### src/rtl/pipe_hazard_ctl.sv
// Stall/flush sequencer for a 5-stage pipeline: load-use, MEM-stage leaps and
// data-memory handshake, with a stall-cycle counter and a sticky timeout error.
module pipe_hazard_ctl #(
    parameter int MEM_TIMEOUT = 15,
    parameter int CNT_W       = 4,
    parameter int PERF_W      = 16
) (
    input  logic              clk,
    input  logic              reset,
    input  logic [4:0]        id_rs1,
    input  logic [4:0]        id_rs2,
    input  logic              id_use_rs1,
    input  logic              id_use_rs2,
    input  logic [4:0]        ex_dest_reg,
    input  logic              ex_mem_to_reg,
    input  logic              mem_access,
    input  logic              mem_leap,
    input  logic              dmem_ack,
    output logic              dmem_req,
    output logic              pc_hold,
    output logic              if_id_hold,
    output logic              if_id_flush,
    output logic              id_ex_hold,
    output logic              id_ex_flush,
    output logic              ex_mem_hold,
    output logic              ex_mem_flush,
    output logic              mem_wb_flush,
    output logic              mem_err,
    output logic [PERF_W-1:0] stall_cnt
);

    // state   | meaning
    // RUN     | normal flow; a memory access is requested directly from MEM
    // MEMWAIT | access outstanding, pipeline frozen until dmem_ack
    // ERR     | memory timed out; frozen until reset
    typedef enum logic [1:0] {ST_RUN, ST_MEMWAIT, ST_ERR} state_t;

    state_t              state_q, state_d;
    logic [CNT_W-1:0]    wait_cnt_q, wait_cnt_d;
    logic [PERF_W-1:0]   stall_cnt_q, stall_cnt_d;
    logic                frozen, leap, hazard, src1_hit, src2_hit;

    always_ff @(posedge clk or negedge reset) begin
        if (!reset) begin
            state_q     <= ST_RUN;
            wait_cnt_q  <= '0;
            stall_cnt_q <= '0;
        end else begin
            state_q     <= state_d;
            wait_cnt_q  <= wait_cnt_d;
            stall_cnt_q <= stall_cnt_d;
        end
    end

    always_comb begin
        state_d      = state_q;
        wait_cnt_d   = wait_cnt_q;
        frozen       = 1'b0;
        dmem_req     = 1'b0;
        mem_err      = 1'b0;
        pc_hold      = 1'b0;
        if_id_hold   = 1'b0;
        if_id_flush  = 1'b0;
        id_ex_hold   = 1'b0;
        id_ex_flush  = 1'b0;
        ex_mem_hold  = 1'b0;
        ex_mem_flush = 1'b0;
        mem_wb_flush = 1'b0;

        case (state_q)
            ST_RUN: begin
                dmem_req = mem_access;
                if (mem_access && !dmem_ack) begin
                    frozen     = 1'b1;
                    state_d    = ST_MEMWAIT;
                    wait_cnt_d = CNT_W'(1);
                end
            end
            ST_MEMWAIT: begin
                dmem_req = 1'b1;
                if (dmem_ack) begin
                    state_d    = ST_RUN;
                    wait_cnt_d = '0;
                end else begin
                    frozen = 1'b1;
                    if (wait_cnt_q == CNT_W'(MEM_TIMEOUT)) state_d = ST_ERR;
                    else wait_cnt_d = wait_cnt_q + CNT_W'(1);
                end
            end
            ST_ERR: begin
                frozen  = 1'b1;
                mem_err = 1'b1;
            end
            default: state_d = ST_RUN;
        endcase

        // A leap held in EX/MEM during a freeze is acted on in the release cycle.
        src1_hit = id_use_rs1 && (id_rs1 == ex_dest_reg);
        src2_hit = id_use_rs2 && (id_rs2 == ex_dest_reg);
        leap     = !frozen && mem_leap;
        hazard   = !frozen && !leap && ex_mem_to_reg && (ex_dest_reg != 5'd0)
                   && (src1_hit || src2_hit);

        if (frozen) begin
            pc_hold      = 1'b1;
            if_id_hold   = 1'b1;
            id_ex_hold   = 1'b1;
            ex_mem_hold  = 1'b1;
            mem_wb_flush = 1'b1;
        end else if (leap) begin
            if_id_flush  = 1'b1;
            id_ex_flush  = 1'b1;
            ex_mem_flush = 1'b1;
        end else if (hazard) begin
            pc_hold      = 1'b1;
            if_id_hold   = 1'b1;
            id_ex_flush  = 1'b1;
        end

        if (!reset) begin
            dmem_req     = 1'b0;
            mem_err      = 1'b0;
            pc_hold      = 1'b0;
            if_id_hold   = 1'b0;
            if_id_flush  = 1'b0;
            id_ex_hold   = 1'b0;
            id_ex_flush  = 1'b0;
            ex_mem_hold  = 1'b0;
            ex_mem_flush = 1'b0;
            mem_wb_flush = 1'b0;
        end

        stall_cnt_d = stall_cnt_q;
        if (pc_hold && (stall_cnt_q != '1)) stall_cnt_d = stall_cnt_q + PERF_W'(1);
    end

    assign stall_cnt = stall_cnt_q;

endmodule

### config.mk
export PLATFORM = sky130hd
export DESIGN_NAME = pipe_hazard_ctl
export DESIGN_NICKNAME = d
export VERILOG_FILES = /design/src/rtl/pipe_hazard_ctl.sv
export SDC_FILE = /design/constraint.sdc
export NUM_CORES = 1
export LEC_CHECK = 0
export ABC_AREA = 1
export BUFFER_PORTS_ARGS = -buffer_cell sky130_fd_sc_hd__buf_2
export CAP_MARGIN = 40
export CORE_UTILIZATION = 45
export CTS_BUF_LIST = sky130_fd_sc_hd__clkbuf_8
export DETAILED_ROUTE_END_ITERATION = 7
export PLACE_DENSITY = 0.71
export SYNTH_ARGS = -nofsm -noshare
export SYNTH_HDL_FRONTEND = slang
export SYNTH_SLANG_ARGS = --single-unit
### constraint.sdc
create_clock -name clk -period 1.7 [get_ports clk]
set_input_delay 0.34 -clock clk [delete_from_list [all_inputs] [get_ports clk]]
set_output_delay 0.34 -clock clk [all_outputs]
set_load 0.02 [all_outputs]
==> results.ini, run 1 <==
[pwr]
power_leakage_nw=1.29
power_mw=1.85
ir_drop_mv=0.631
powerDensity_nw_per_um2=800

[sta]
setup_ws_ns=-0.0591
setup_viol=7
tightest_slew_ns=0.526
max_freq_ghz=0.568
fin_crit_ns=1.76
finalSetupTns_ns=-0.191
rsz0062_at_grt=true
hold_viol_final=0
finalCritPeriodShare_pct=103
drv_slew=0
skew_ns=0.00321
relSlewSlack_pct=64.9

[layout]
num_antenna_cells=0
layout_commonest_cell=nand2_1
final_util_pct=68.7
most-common-layout-cells=nand2_1 (75), buf_2 (40), nor2_1 (26), inv_1 (24), buf_4 (22)
layout-drive-gt1-share_pct=39.2
areaGrowthSynthToFinish_pct=45.2
final_cells=355
final_nets=335

[synthesis]
synth_edf_count=0
synth.mux.area_fraction_pct=0
yosys_most_used_dff=dfrtp_1
synth_compound_area_share_pct=3.38
yosys_warnings=0
synth.top_cell.area_share_pct=34.6
synth_cell_types=21
synth_seq_area_share_pct=34.6
synth-simple-area-share_pct=43.9
synth_area_per_cell_um2=6.63
synthAdderAreaFrac_pct=1.57
ys_ff_latch=22
synth_top_family_by_area=simple AND/OR/NAND/NOR gates
synth_top_area_cell=dfrtp_1
yosys-top-cells-area=dfrtp_1 (35%), nand2_1 (21%), nand3_1 (8.8%)
synthArstFlopShare_pct=100
syn_nets=265
syn_inst=240
synthXorXnorAreaFrac_pct=7.15
syn_area_um2=1590

[clock_network]
clkSinkCount=22
h-tree-depth=1
root_buffer=clkbuf_8
clock_latency_ns=0.26
clockBufferDepth=2
clk_pin_slew_ns=0.08
cts_tree=built
numCtsBuffers=3

[setup_path]
rrSetupSlack_ns=0.01
criticalPathCategory=reg -> out
rr_endpoint=stall_cnt[10]
ff2ff_path_depth=9
arrival_ns=1.42
cp_num_buf_inv=2
rr_startpoint=stall_cnt[0]
slowest_delay_ns=0.40
start_kind=flop
crit_required_ns=1.36
cp_max_fo=3
critPathTopFamily=flip-flops
critPathCaptureType=primary output
crit_path_top_delay_cell=dfrtp_1
worstPathCellList=inv_2 > nand2_2 > nand3_2 > nand3b_1 > nor2_2 > nand2_1 > a21oi_1 > buf_4

[grt]
grt_max_degree=21
track_usage_pct=20.0
antenna_found_initial=0
grt_pass1_wl_um=5660
grt_pass1_vias=1338
grt_overflow=0

[run]
drv_cap=0

[place]
portBuffers=48
dp_hpwl_um=2750
dp.cells=340
finalWeightedCongestion=0.859

[hold_path]
min_path_type=in -> async

[drt]
met2WireLength_um=2200
routed_via_density=4.98
antenna_left=0
wl_um=4340
wl_met1_um=1930
wire_per_inst_um=12.2
first_iter_violations=59
vias=1768
drc=0
drtPass1Iterations=4
wl_met3_um=163
top_layer_used=met4

[die]
core.rowCount=21
die_h_um=61.5
coreArea_um2=3360
io_pins=49
start_util_pct=47.3
die_area_um2=3780
fp.dieW_um=61.5

[status]
violations=negative setup slack
status=finished with violations

-- cell type report --
cell class	count	area (um2)
multi-input cells	188	1110
flip-flops and latches	22	557
clock inverters	1	3.75
repair buffers	69	443
inverters	26	97.6
fillers	293	1050
well taps	46	57.6
clock buffers	3	41.3
-- logic make-up (layout without fill, tap and decap cells) --
kind of cell	after synthesis	count (layout)
flops	22	22
simple gates	160	163
compound gates	10	10
buf+inv	33	99
fa+ha+maj	2	2
xor+xnor	13	13
-- layer usage --
metal,GRT usage [%],vias to the layer above
li1,-,894
met1,28.8,826
met2,32.0,43
met3,2.73,5
met4,5.08,0
met5,0,-
-- Yosys cell counts, types with 2 or more instances --
cell type	n
xor2_1	9
nand3_1	28
nand2_4	2
buf_2	2
buf_4	4
a21oi_1	4
ha_1	2
nand4_1	2
nor3_1	4
o21ai_0	5
nand2_2	3
nand2_1	89
xnor2_1	4
nor2_1	29
dfrtp_1	22
inv_1	26
-- flip-flops by register name, indices dropped and copies added (netlist names) --
signal	count
state_q	2
stall_cnt	16
wait_cnt_q	4
-- metrics by stage --
step	setup slack, ns	hold slack [ns]	cell area, um2
floorplan	-0.00884	0.0444	1620
global placement	0.0320	0.161	1950
detailed placement	-0.000612	0.165	1950
CTS	-0.0715	0.122	2070
global route	-0.142	0.164	2310
finish	-0.0591	0.136	2310
-- report_power, final --
part	internal [mW]	switching, mW	leakage [nW]
Sequential	0.616	0.0878	0.290
Combinational	0.348	0.466	0.969
Clock	0.161	0.169	0.0269
-- worst max-delay path by stage --
stage | cells past startpoint | start | to | slack (ns)
global route | 8 | state_q[0] | id_ex_flush | -0.14
global placement | 9 | stall_cnt[1] | stall_cnt[0] | 0.03
CTS | 8 | state_q[0] | id_ex_flush | -0.07
floorplan | 9 | stall_cnt[1] | stall_cnt[4] | -0.009
finish | 8 | state_q[0] | id_ex_flush | -0.06
detailed placement | 9 | stall_cnt[1] | stall_cnt[0] | -0.0006
-- what timing repair did --
item,CTS,global route
gates cloned,0,3
endpoints found under the setup margin,23,27
hold endpoints to repair,2,0
gates resized for setup,15,45
setup buffers,3,4
pin swaps,3,28
hold buffers,1,0
(Power assumes the default switching activity.)
==> run 2, diff against run 1 <==
--- a/config.mk
+++ b/config.mk
@@ -6,7 +6,7 @@
 export NUM_CORES = 1
 export LEC_CHECK = 0
 export ABC_AREA = 1
-export BUFFER_PORTS_ARGS = -buffer_cell sky130_fd_sc_hd__buf_2
+export BUFFER_PORTS_ARGS = -buffer_cell sky130_fd_sc_hd__buf_4
 export CAP_MARGIN = 40
 export CORE_UTILIZATION = 45
 export CTS_BUF_LIST = sky130_fd_sc_hd__clkbuf_8
==> results.ini, run 2 (synthesis gave the netlist of run 1 again) <==
[place]
pre_cts_slack_ns=-0.00973
finalWeightedCongestion=0.837
dpl-instance-area_um2=2100
portBuffers=48
dp_hpwl_um=2880

[grt]
grt_pass1_wl_um=5940
busiest_layer=met2
grt_util_met2_pct=35.1
track_usage_pct=20.8
grt_overflow=0
grt_max_degree=20
grt_use_met1_pct=27.8
grt_pass1_vias=1448
antenna_found_initial=0
grt_util_met3_pct=3.78

[sta]
skew_ns=0.00794
finalCritPeriodShare_pct=103
tightest_slew_ns=0.514
rsz0062_at_grt=true
relSlewSlack_pct=65.6
drv_slew=0
hold_viol_final=0
setup_ws_ns=-0.0502
max_freq_ghz=0.571
setup_viol=3
fin_crit_ns=1.75
hold_ws_ns=0.109

[setup_path]
worst-path-stages=8
arrival_ns=1.41
cp_max_fo=3
critPathCaptureType=primary output
worstPathCellList=inv_2 > nand2_2 > nand3_2 > nand3b_1 > nor2_2 > nand2_1 > a21oi_2 > buf_4
cp_num_buf_inv=2
slowest_delay_ns=0.39
criticalPathCategory=reg -> out
rr_startpoint=stall_cnt[0]
start_kind=flop
crit_path_top_delay_cell=dfrtp_1
critPathLaunch=state_q[0]
crit_end=id_ex_flush
crit_required_ns=1.36
critPathTopFamily=simple AND/OR/NAND/NOR gates
rrSetupSlack_ns=0.06
ff2ff_path_depth=10
rr_endpoint=stall_cnt[2]

[die]
coreArea_um2=3360
start_util_pct=47.3
die_h_um=61.5
io_pins=49
fp.dieW_um=61.5
die_area_um2=3780
core.rowCount=21

[clock_network]
clock_latency_ns=0.26
h-tree-depth=1
clockBufferDepth=2
cts_tree=built
clk_pin_slew_ns=0.08
root_buffer=clkbuf_8
numCtsBuffers=3
clkSinkCount=22

[pwr]
powerDensity_nw_per_um2=775
power_leakage_nw=1.32
ir_drop_mv=0.977

[drt]
drc=0
wire_per_inst_um=11.2
routed_via_density=4.74
first_iter_violations=66
wl_um=4010
drtPass1Iterations=4
antenna_left=0
vias=1693

[status]
violations=negative setup slack
status=finished with violations

[run]
drv_cap=0

[layout]
largest_reg_flops=16
areaGrowthSynthToFinish_pct=46.5
final_nets=338
fin_area_um2=2330
most-common-layout-cells=nand2_1 (86), buf_4 (63), nor2_1 (26), nand3_1 (25), inv_1 (23)
final_util_pct=69.3
layout-drive-gt1-share_pct=32.8
layout_commonest_cell=nand2_1
num_antenna_cells=0
fill_cells=317

[hold_path]
min_path_type=in -> async

[run 2: worst min-delay path by stage]
stage	start	to	slack [ns]	cells after the start
finish	reset	stall_cnt[3]	0.11	2
global route	reset	stall_cnt[3]	0.13	2
CTS	reset	stall_cnt[8]	0.08	2
detailed placement	reset	state_q[1]	0.15	1
global placement	reset	state_q[1]	0.15	1
floorplan	reset	stall_cnt[0]	0.04	0
[run 2: repair_timing]
action                                 in CTS  in global routing
buffers inserted                            2                  5
pin swaps                                   4                  8
gates resized for setup                    11                 18
hold buffers                                1                  0
endpoints found under the hold margin       3                  0
cloned                                      0                  3
setup endpoints to repair                  23                 24
[run 2: power by group]
group          internal [mW]  switching, mW  leakage, nW  total [mW]
Combinational          0.355          0.447         1.00       0.802
Clock                  0.158          0.158       0.0216       0.316
Sequential             0.616         0.0737        0.292       0.690
Total                   1.13          0.678         1.32        1.81
[run 2: metrics by stage]
stage | setup TNS (ns) | cells | power, mW
final | -0.0919 | 357 | 1.81
after global routing | -0.975 | 357 | 1.95
after CTS | -0.369 | 349 | 1.78
after detailed placement | -0.0178 | 343 | 1.42
after global placement | 0 | 343 | 1.40
after floorplan | -0.0887 | 240 | 1.14
[run 2: final cells by class]
type,instances,area [um2],share of cell area [%]
Inverter,26,100,4.29
Clock buffer,3,41.3,1.77
Sequential cell,22,556,23.8
Multi-Input combinational cell,188,1000,43.0
Tap cell,46,57.6,2.47
Timing Repair Buffer,72,573,24.6
[run 2: routing by layer]
metal | wire length, um | vias to the layer above
li1 | - | 895
met1 | 1910 | 754
met2 | 1840 | 42
met3 | 239 | 2
met4 | 21 | 0
met5 | 0 | -
